===== config.mk =====
export PLATFORM = sky130hd
export DESIGN_NAME = mem_access_unit
export DESIGN_NICKNAME = d
export VERILOG_FILES = /design/src/rtl/mem_access_unit.sv
export SDC_FILE = /design/constraint.sdc
export NUM_CORES = 1
export LEC_CHECK = 0
export CAP_MARGIN = 20
export CORE_MARGIN = 2
export CORE_UTILIZATION = 36
export CTS_CLUSTER_DIAMETER = 30
export DETAILED_ROUTE_END_ITERATION = 12
export GPL_ROUTABILITY_DRIVEN = 0
export PLACE_DENSITY = 0.86
export SETUP_SLACK_MARGIN = 0.15
export SLEW_MARGIN = 20
export SYNTH_ARGS = -nofsm -noshare
export SYNTH_HDL_FRONTEND = slang
export SYNTH_SLANG_ARGS = --single-unit
export TNS_END_PERCENT = 10

===== constraint.sdc =====
create_clock -name CLK -period 1.7 [get_ports CLK]
set_input_delay 0.34 -clock CLK [delete_from_list [all_inputs] [get_ports CLK]]
set_output_delay 0.34 -clock CLK [all_outputs]
set_load 0.1 [all_outputs]

===== src/rtl/mem_access_unit.sv =====
// Memory-stage access controller: turns the EX/MEM load/store request into a
// held data-cache request, stalls the pipeline until dhit, and latches HALT.
module mem_access_unit #(
    parameter int WAIT_W = 16
) (
    input  logic              CLK,
    input  logic              RST,
    input  logic              valid_EX_MEM,
    input  logic              dREN_EX_MEM,
    input  logic              dWEN_EX_MEM,
    input  logic              halt_EX_MEM,
    input  logic [31:0]       dmemaddr_EX_MEM,
    input  logic [31:0]       dmemstore_EX_MEM,
    input  logic              dhit,
    input  logic [31:0]       dmemload,
    output logic              dmemREN,
    output logic              dmemWEN,
    output logic [31:0]       dmemaddr,
    output logic [31:0]       dmemstore,
    output logic              mem_stall,
    output logic [31:0]       load_data,
    output logic              load_valid,
    output logic              halt,
    output logic [WAIT_W-1:0] wait_cycles
);

    typedef enum logic [1:0] {
        IDLE   = 2'b00,
        REQ    = 2'b01,
        DONE   = 2'b10,
        HALTED = 2'b11
    } state_t;

    localparam logic [WAIT_W-1:0] WAIT_MAX = {WAIT_W{1'b1}};
    localparam logic [WAIT_W-1:0] WAIT_ONE = {{(WAIT_W-1){1'b0}}, 1'b1};

    state_t              state_r;
    logic                access_s;
    logic                stall_s;
    logic                dmem_ren_r;
    logic                dmem_wen_r;
    logic [31:0]         dmem_addr_r;
    logic [31:0]         dmem_store_r;
    logic [31:0]         load_data_r;
    logic                load_valid_r;
    logic                halt_r;
    logic [WAIT_W-1:0]   wait_cycles_r;

    // Access decode and the stall, which must react in the same cycle the instruction arrives
    always_comb begin
        access_s = valid_EX_MEM & (dREN_EX_MEM | dWEN_EX_MEM);
        stall_s  = 1'b0;
        case (state_r)
            IDLE: begin
                if (access_s || (valid_EX_MEM && halt_EX_MEM)) begin
                    stall_s = 1'b1;
                end else begin
                    stall_s = 1'b0;
                end
            end
            REQ:     stall_s = 1'b1;
            DONE:    stall_s = 1'b0;
            HALTED:  stall_s = 1'b1;
            default: stall_s = 1'b0;
        endcase
    end

    // Control FSM with registered cache request, load capture and halt latch
    always_ff @(posedge CLK) begin
        if (RST) begin
            state_r       <= IDLE;
            dmem_ren_r    <= 1'b0;
            dmem_wen_r    <= 1'b0;
            dmem_addr_r   <= 32'h0000_0000;
            dmem_store_r  <= 32'h0000_0000;
            load_data_r   <= 32'h0000_0000;
            load_valid_r  <= 1'b0;
            halt_r        <= 1'b0;
            wait_cycles_r <= {WAIT_W{1'b0}};
        end else begin
            case (state_r)
                IDLE: begin
                    load_valid_r <= 1'b0;
                    if (valid_EX_MEM && halt_EX_MEM) begin
                        state_r <= HALTED;
                        halt_r  <= 1'b1;
                    end else if (access_s) begin
                        // A simultaneous read+write request is treated as a store
                        state_r      <= REQ;
                        dmem_addr_r  <= dmemaddr_EX_MEM;
                        dmem_store_r <= dmemstore_EX_MEM;
                        dmem_wen_r   <= dWEN_EX_MEM;
                        dmem_ren_r   <= ~dWEN_EX_MEM;
                    end else begin
                        state_r <= IDLE;
                    end
                end
                REQ: begin
                    if (dhit) begin
                        state_r    <= DONE;
                        dmem_ren_r <= 1'b0;
                        dmem_wen_r <= 1'b0;
                        if (!dmem_wen_r) begin
                            load_data_r  <= dmemload;
                            load_valid_r <= 1'b1;
                        end else begin
                            load_valid_r <= 1'b0;
                        end
                    end else if (wait_cycles_r != WAIT_MAX) begin
                        wait_cycles_r <= wait_cycles_r + WAIT_ONE;
                    end else begin
                        wait_cycles_r <= WAIT_MAX;
                    end
                end
                DONE: begin
                    // EX/MEM advances at the end of DONE, so never re-arm from here
                    state_r      <= IDLE;
                    load_valid_r <= 1'b0;
                end
                HALTED: begin
                    state_r <= HALTED;
                    halt_r  <= 1'b1;
                end
                default: begin
                    state_r    <= IDLE;
                    dmem_ren_r <= 1'b0;
                    dmem_wen_r <= 1'b0;
                end
            endcase
        end
    end

    assign dmemREN     = dmem_ren_r;
    assign dmemWEN     = dmem_wen_r;
    assign dmemaddr    = dmem_addr_r;
    assign dmemstore   = dmem_store_r;
    assign mem_stall   = stall_s;
    assign load_data   = load_data_r;
    assign load_valid  = load_valid_r;
    assign halt        = halt_r;
    assign wait_cycles = wait_cycles_r;

endmodule

==> flow_summary.json <==
{
  "dieArea_sq_mm": 0.0131,
  "path_cells": "or3b_4, buf_4, nor3_1, nor3_1",
  "port_buffers": 219,
  "pwr-share-seq_pct": 37.2,
  "grt_max_degree": 48,
  "syn_nets": 657,
  "h-tree-depth": 4,
  "ant_nets": 0,
  "wl_per_cell_um": 16.6,
  "clk_pin_slew_worst_paths_ps": 50,
  "core_area_sq_mm": 0.0120,
  "antenna_cells": 0,
  "final_hold_viol_count": 0,
  "maxCapViolations": 0,
  "cp_data_required_time_ps": 1970,
  "drtIter0Drc": 243,
  "drt_wl_total_um": 15800,
  "netlist_instances": 553,
  "power.leakage_nw": 3.33,
  "power.internal_mw": 5.61,
  "cp_slowest_cell": "or3b_4",
  "clock_skew_ps": 4.24,
  "grt_antenna_before_repair": 0,
  "dp_hpwl_um": 10200,
  "grt_pass1_vias": 4877,
  "relSlewSlack_pct": 65.5,
  "clkLatencyLatePin_ps": 410,
  "combPwrFrac_pct": 23.5,
  "drt-pass1-iter-count": 4,
  "drive_gt1_share_pct": 28.3,
  "p_per_area_mw_per_mm2": 896,
  "path_max_fanout": 5,
  "switching_share_pct": 30.0,
  "post-route-period-util_pct": 96.2,
  "multiInputGateArea_sq_mm": 0.00202,
  "grt_pass1_wl_um": 24100,
  "synth_area_sq_mm": 0.00438,
  "dp_worst_setup_slack_ps": -491,
  "yosysWarnings": 0,
  "synth_edf_count": 0,
  "async_reset_ff_share_pct": 0,
  "critical_path_class": "reg -> reg",
  "holdCritPathClass": "in -> reg",
  "worst_path_most_repeated_cell": "nor3_1",
  "tritoncts": "yes",
  "ys_types": 32,
  "clk_path_buf_depth": 2,
  "synth_ff_type": "dfxtp_1",
  "cts_root_buf": "clkbuf_16",
  "nFillCells": 732,
  "rows": 40,
  "viasPerCell": 5.08,
  "yosysSeqAreaShare_pct": 54.0,
  "ir_worst_vdd_mv": 0.693,
  "grt_overflow": 0,
  "status": "finished, final reports clean",
  "initial_utilization_pct": 36.6,
  "total_power_mw": 8.02,
  "syn_avg_cell_area_sq_um": 7.91,
  "fin_nets": 901,
  "syn_to_final_growth_pct": 105,
  "layout_setup_ws_ps": 65.2,
  "holdWs_ps": 200,
  "boundaryPins": 220,
  "die_h_um": 114,
  "tightest_slew_ps": 513,
  "cpPeakStageDelay_ps": 450,
  "die_w_um": 114,
  "track_usage_pct": 23.9,
  "vias": 4849,
  "end_kind": "register",
  "drc": 0,
  "finish.utilization_pct": 74.9,
  "rsz0062_at_grt": "yes",
  "register_area_sq_mm": 0.00242,
  "ys_ff_latch": 118,
  "cp_data_arrival_time_ps": 1910,
  "worst_setup_path_start_kind": "register",
  "pwr-share-clk_pct": 39.3,
  "clock-sinks": 118,
  "final_cells": 955,
  "dp_cells": 908,
  "p_switching_mw": 2.41,
  "max_freq_ghz": 0.612,
  "finalCriticalPeriod_ps": 1630,
  "cts_buffers": 17,
  "maxSlewViolCount": 0,
  "setup_viol": 0
}
[area by class of cell]
cell class	instances	area share [%]
Multi-Input combinational cell	394	22.5
Clock inverter	5	0.279
Tap cell	147	2.05
Inverter	6	0.252
Clock buffer	25	5.53
Timing Repair Buffer	260	42.4
Sequential cell	118	27.0
[cell usage in the layout, fill, tap and decap left out, types with 5 or more instances in the layout]
cell type and instances:
nand2_1 201, buf_12 122, a21oi_1 110, dfxtp_1 99, clkdlybuf4s50_1 96, buf_4 27, clkbuf_16 17, nor2_1 12
dfxtp_4 12, xnor2_1 8, dfxtp_2 7, buf_6 7, nor3_1 6, inv_1 6, nor4_4 5, nand4_1 5
a21oi_2 5, clkinv_2 5
[worst max-delay path: cells and delay by family, from the launching register on]
kind / cells / cell delay, ps
and+or+nand+nor: 3 / 940
DFF: 1 / 370
buffers and inverters: 1 / 180
[final timing paths]
kind | slack (ps) | start | to | depth (start not counted)
worst max-delay path | 70 | state_r[0] | wait_cycles[1] | 4
worst min-delay path | 200 | RST | wait_cycles[4] | 2
worst max register to register | 70 | state_r[0] | wait_cycles[1] | 4
worst min register to register | 490 | load_data[18] | load_data[18] | 2
[synth_stat cells, types with 4 or more instances]
master    number  area share [%]
nand3_1        6            0.69
nor4_1         6            0.86
nand4_1        5            0.71
a21oi_1      115              13
o21ai_0        4            0.46
xnor2_1        8             1.6
nand2_1      201              17
clkbuf_1      33             2.8
dfxtp_1      118              54
nor3_1         7            0.80
nor2_1        12             1.0
inv_1          6            0.51
nor3b_1        4            0.69
[flip-flops by register name, summed over array words and instances (netlist names), 2 cells and up]
register and cells:
wait_cycles 16, dmemstore 32, state_r 2, dmemaddr 32, load_data 32
[through the flow]
stage | TNS [ps] | instance area, sq um
floorplan | 0 | 4470
global placement | -40930 | 8120
detailed placement | -42320 | 8120
CTS | 0 | 8860
global route | 0 | 8950
finish | 0 | 8950
[cells by family (layout without fill, tap and decap cells)]
family / count (synthesis) / count (layout) / synth area share (%)
AND/OR/NAND/NOR: 251 / 252 / 23.9
AO/OA/AOI/OAI: 133 / 133 / 16.2
flip-flops: 118 / 118 / 54.0
buffers and inverters: 42 / 296 / 3.97
XOR/XNOR: 8 / 8 / 1.60
adder cells (fa/ha/maj): 1 / 1 / 0.286
[per-layer routing]
layer / vias to the layer above / part of all wire, % / GRT usage [%]
met3: 30 / 7.7 / 8.73
li1: 2333 / - / -
met2: 211 / 51 / 42.3
met5: - / 0 / 0
met4: 0 / 2.3 / 10.2
met1: 2275 / 39 / 25.6
[timing repair]
action,in CTS,in global routing
pin swaps,3,4
resized for setup,27,13
cloned,3,1
setup endpoints to repair,82,89
hold buffers,0,0
setup buffers,7,6
[power groups by stage]
stage / logic [mW] / registers [mW] / clock network [mW]
after floorplan: 0.299 / 3.70 / 0
final: 1.88 / 2.98 / 3.15
after detailed placement: 1.81 / 3.03 / 0
after global placement: 1.80 / 3.03 / 0
after CTS: 1.88 / 2.98 / 3.23
after global routing: 1.96 / 2.99 / 3.35
(Power assumes the default switching activity.)
